**config.mk**
```make
export PLATFORM = sky130hd
export DESIGN_NAME = pipe_skid_reg
export DESIGN_NICKNAME = d
export VERILOG_FILES = /design/src/rtl/pipe_skid_reg.sv
export SDC_FILE = /design/constraint.sdc
export NUM_CORES = 1
export LEC_CHECK = 0
export ABC_AREA = 1
export ABC_CLOCK_PERIOD_IN_PS = 3440
export CAP_MARGIN = 20
export CORE_AREA = 2 2 86 88
export DETAILED_ROUTE_END_ITERATION = 8
export DIE_AREA = 0 0 88 90
export MAX_ROUTING_LAYER = met4
export PLACE_DENSITY = 0.78
export SLEW_MARGIN = 20
export SYNTH_ARGS = -nofsm -noshare
export SYNTH_HDL_FRONTEND = slang
export SYNTH_SLANG_ARGS = --single-unit
export TNS_END_PERCENT = 100
```
**constraint.sdc**
```tcl
create_clock -name clk -period 3.44 [get_ports clk]
set_input_delay 0.688 -clock clk [delete_from_list [all_inputs] [get_ports clk]]
set_output_delay 0.688 -clock clk [all_outputs]
set_load 0.02 [all_outputs]
```
**src/rtl/pipe_skid_reg.sv**
```systemverilog
// Pipeline stage register with a two-entry skid buffer and synchronous flush; one cycle in-to-out latency.
// in_ready is taken straight from the skid-valid register, so backpressure never forms a combinational path.
module pipe_skid_reg #(
   parameter int                DATA_W   = 32,
   parameter logic [DATA_W-1:0] NOP_DATA = '0
) (
   input  logic              clk,
   input  logic              rst,
   input  logic              flush,
   input  logic              in_valid,
   output logic              in_ready,
   input  logic [DATA_W-1:0] in_data,
   output logic              out_valid,
   input  logic              out_ready,
   output logic [DATA_W-1:0] out_data,
   output logic [1:0]        occupancy
);

   logic              main_vld_q, main_vld_d;
   logic [DATA_W-1:0] main_dat_q, main_dat_d;
   logic              skid_vld_q, skid_vld_d;
   logic [DATA_W-1:0] skid_dat_q, skid_dat_d;
   logic [1:0]        occ_q, occ_d;
   logic              accept;
   logic              emit;

   assign accept = in_valid & ~skid_vld_q;
   assign emit   = main_vld_q & out_ready;

   always_comb begin
      main_vld_d = main_vld_q;
      main_dat_d = main_dat_q;
      skid_vld_d = skid_vld_q;
      skid_dat_d = skid_dat_q;
      if (flush) begin
         main_vld_d = 1'b0;
         main_dat_d = NOP_DATA;
         skid_vld_d = 1'b0;
      end else if (!main_vld_q) begin
         if (accept) begin
            main_vld_d = 1'b1;
            main_dat_d = in_data;
         end
      end else if (emit) begin
         if (skid_vld_q) begin
            main_dat_d = skid_dat_q;
            skid_vld_d = 1'b0;
         end else if (accept) begin
            main_dat_d = in_data;
         end else begin
            // main_dat must fall back to the bubble so out_data needs no output mux
            main_vld_d = 1'b0;
            main_dat_d = NOP_DATA;
         end
      end else if (accept) begin
         skid_vld_d = 1'b1;
         skid_dat_d = in_data;
      end
      occ_d = {1'b0, main_vld_d} + {1'b0, skid_vld_d};
   end

   always_ff @(posedge clk or negedge rst) begin
      if (!rst) begin
         main_vld_q <= 1'b0;
         main_dat_q <= NOP_DATA;
         skid_vld_q <= 1'b0;
         skid_dat_q <= NOP_DATA;
         occ_q      <= 2'd0;
      end else begin
         main_vld_q <= main_vld_d;
         main_dat_q <= main_dat_d;
         skid_vld_q <= skid_vld_d;
         skid_dat_q <= skid_dat_d;
         occ_q      <= occ_d;
      end
   end

   assign in_ready  = ~skid_vld_q;
   assign out_valid = main_vld_q;
   assign out_data  = main_dat_q;
   assign occupancy = occ_q;

endmodule

```
==> results.json <==
{
  "share_of_total_power_consumed_by_net_switching": 0.296,
  "layout_common_cells": "sky130_fd_sc_hd__nand2_1 (262), sky130_fd_sc_hd__clkdlybuf4s50_1 (71), sky130_fd_sc_hd__dfrtp_1 (68)",
  "largest_net_degree_at_the_start_of_global_routing": 33,
  "gr-usage-all-layers": 0.217,
  "drc": 0,
  "netSwitchingPower_mw": 0.650,
  "report.final.hold_viol_count": 0,
  "timing.max_cap.violations": 0,
  "cts.path.max_buffers": 2,
  "final.min_clock_period_ns": 2.13,
  "avgRoutedWirePerCell_um": 13.3,
  "cts-htree-levels": 3,
  "critical_path_required_ns": 2.75,
  "cp-start-kind": "register",
  "slowest_delay_ns": 0.64,
  "rr_startpoint": "out_valid",
  "fin_tns_setup_ns": 0,
  "cts.root.buffer_cell": "sky130_fd_sc_hd__clkbuf_8",
  "timing.reg2reg.setup_slack_ns": 1.70,
  "leakage_power_of_the_design_nw": 2.16,
  "initial_utilization": 0.435,
  "synth_seq_cells": 68,
  "pwr-share-seq": 0.468,
  "placement.io_buffers": 72,
  "synth-seq-area-share": 0.557,
  "total_of_fill_cells_in_the_finished_design": 629,
  "route.final.wire_length_mm": 7.58,
  "cpLargestDelayFamily": "buffers and inverters",
  "initial_antenna_violation_count": 0,
  "global_route_overflow": 0,
  "post_synthesis_net_count": 436,
  "drt_first_iter_violations": 197,
  "floorplan.die.width_um": 88,
  "worst_r2r_endpoint": "out_data[8]",
  "design.die.area_um2": 7920,
  "timing_worst_slew_pin_value_ns": 1.03,
  "cts_setup_buffers": 0,
  "synth.yosys.warnings": 0,
  "post_route_total_power_mw": 2.19,
  "critical_path.slowest_cell": "sky130_fd_sc_hd__clkdlybuf4s50_1",
  "finish.instance_area_um2": 4040,
  "dp_hpwl_mm": 4.85,
  "ios": 73,
  "p_comb_frac": 0.200,
  "syn2layout_area_growth_pct": 32.4,
  "clkLatencyLatePin_ns": 0.34,
  "vias_per_cell": 4.81,
  "timing.reg2reg.worst_path_depth": 6,
  "final.period_utilization": 0.618,
  "timing.setup.critical_path_class": "reg2out",
  "post_route_cells_drive_above_1_share": 0.0594,
  "globalplace.congestion": 0.873,
  "setup_viol": 0,
  "worst_slew_margin_rel": 0.313,
  "finalNetCount": 504,
  "rows": 31,
  "synth.avg_cell_area_um2": 7.67,
  "coreArea_um2": 7020,
  "tritoncts_num_sinks": 68,
  "maxClockFrequency_mhz": 470,
  "mostFrequentLayoutCell": "sky130_fd_sc_hd__nand2_1",
  "share_clk_of_total_power": 0.331,
  "antenna_cells_inserted": 0,
  "vias_in_the_first_global_route": 2790,
  "placement_stage_cell_area_um2": 3820,
  "crit_path_end_kind": "primary output",
  "status": "complete, no violations",
  "min-delay-path-class": "in2async",
  "cts.hold.buffers_added": 0,
  "drt.antenna.violating_nets": 0,
  "tritoncts.num_buffers": 9,
  "irDropWorstVdd_mv": 0.265,
  "worstPathArrival_ns": 1.44,
  "synth_cells": 398,
  "cts_repair_resize_count": 0,
  "chipHeight_um": 90,
  "num_vias": 2742,
  "grt_setup_unrepaired": "no",
  "synth_area_um2": 3050,
  "critical_path.cell_chain": "clkdlybuf4s50_1",
  "pwr_density_cell_nw_per_um2": 542,
  "slew_viol_final": 0,
  "cellInternalPower_mw": 1.54,
  "drt-pass1-iter-count": 4,
  "cts_tree": "done",
  "timing.critical_path.buf_inv": 1,
  "grt_first_pass_wirelength_mm": 13.1,
  "finalCoreUtilization": 0.576,
  "synth.distinct_cells": 14,
  "final.setup_skew_ns": 0.00644,
  "clkTransAtPathRegs_ns": 0.08,
  "critical_path.max_fanout": 7
}
## flip-flops by register name (all words and copies together) (netlist names)
name and count:
skid_vld_q 1, out_valid 1, skid_dat_q 32, occupancy 2
out_data 32
## cells in the mapped netlist
master                    count  area [um2]
sky130_fd_sc_hd__a21oi_1      1        5.00
sky130_fd_sc_hd__a31oi_1      1        6.26
sky130_fd_sc_hd__buf_2       15        75.1
sky130_fd_sc_hd__buf_4        6        45.0
sky130_fd_sc_hd__dfrtp_1     68        1700
sky130_fd_sc_hd__ha_1         1        12.5
sky130_fd_sc_hd__inv_1        4        15.0
sky130_fd_sc_hd__inv_2        1        3.75
sky130_fd_sc_hd__nand2_1    262         983
sky130_fd_sc_hd__nand2_2      2        12.5
sky130_fd_sc_hd__nand3_1     33         165
sky130_fd_sc_hd__nor2_1       2        7.51
sky130_fd_sc_hd__nor2_4       1        11.3
sky130_fd_sc_hd__o21ai_2      1        8.76
## through the flow
| step | setup WS (ns) | hold slack [ns] | instances |
|---|---|---|---|
| floorplan | 2.00 | 0.392 | 398 |
| global placement | 1.22 | 0.453 | 554 |
| detailed placement | 1.16 | 0.458 | 554 |
| CTS | 1.29 | 0.287 | 570 |
| global route | 1.25 | 0.306 | 570 |
| finish | 1.31 | 0.290 | 570 |
## layer usage
layer | share of wire | track usage
met5 | 0 | -
met4 | 0.0057 | 0.0718
met3 | 0.079 | 0.0441
met2 | 0.48 | 0.330
met1 | 0.43 | 0.291
## cell type report
cell class / instances / area, um2 / share of cell area
Clock buffer: 9 / 124 / 0.0307
Clock inverter: 7 / 100 / 0.0248
Inverter: 5 / 18.8 / 0.00464
Multi-Input combinational cell: 304 / 1210 / 0.300
Sequential cell: 68 / 1700 / 0.421
Tap cell: 99 / 124 / 0.0307
Timing Repair Buffer: 78 / 761 / 0.188
## kinds of logic (layout without fill, tap and decap cells)
logic type / count (synthesis) / in the layout / synth area share
AND/OR/NAND/NOR: 300 / 300 / 0.386
flip-flops: 68 / 68 / 0.557
buffers and inverters: 26 / 99 / 0.0455
AO/OA/AOI/OAI: 3 / 3 / 0.00656
adder cells (fa/ha/maj): 1 / 1 / 0.00410
## power groups by stage
| stage | registers, mW | logic, mW | clock network [mW] |
|---|---|---|---|
| 3_5_place_dp | 1.04 | 0.442 | 0 |
| 4_1_cts | 1.02 | 0.444 | 0.743 |
| 6_report | 1.03 | 0.439 | 0.727 |
| 2_1_floorplan | 1.07 | 0.195 | 0 |
| 5_1_grt | 1.04 | 0.495 | 0.779 |
| 3_3_place_gp | 1.03 | 0.428 | 0 |
## worst max path at each step
stage                     cells after the start        endpoint  slack [ns]  startpoint
after global placement                        7    out_data[22]        1.22       flush
after detailed placement                      7    out_data[16]        1.16       flush
after CTS                                     1       out_valid        1.29   out_valid
after floorplan                               7  skid_dat_q[10]        2.00   out_ready
final                                         1       out_valid        1.31   out_valid
after global routing                          1       out_valid        1.25   out_valid
Power figures use the tool's default switching activity.
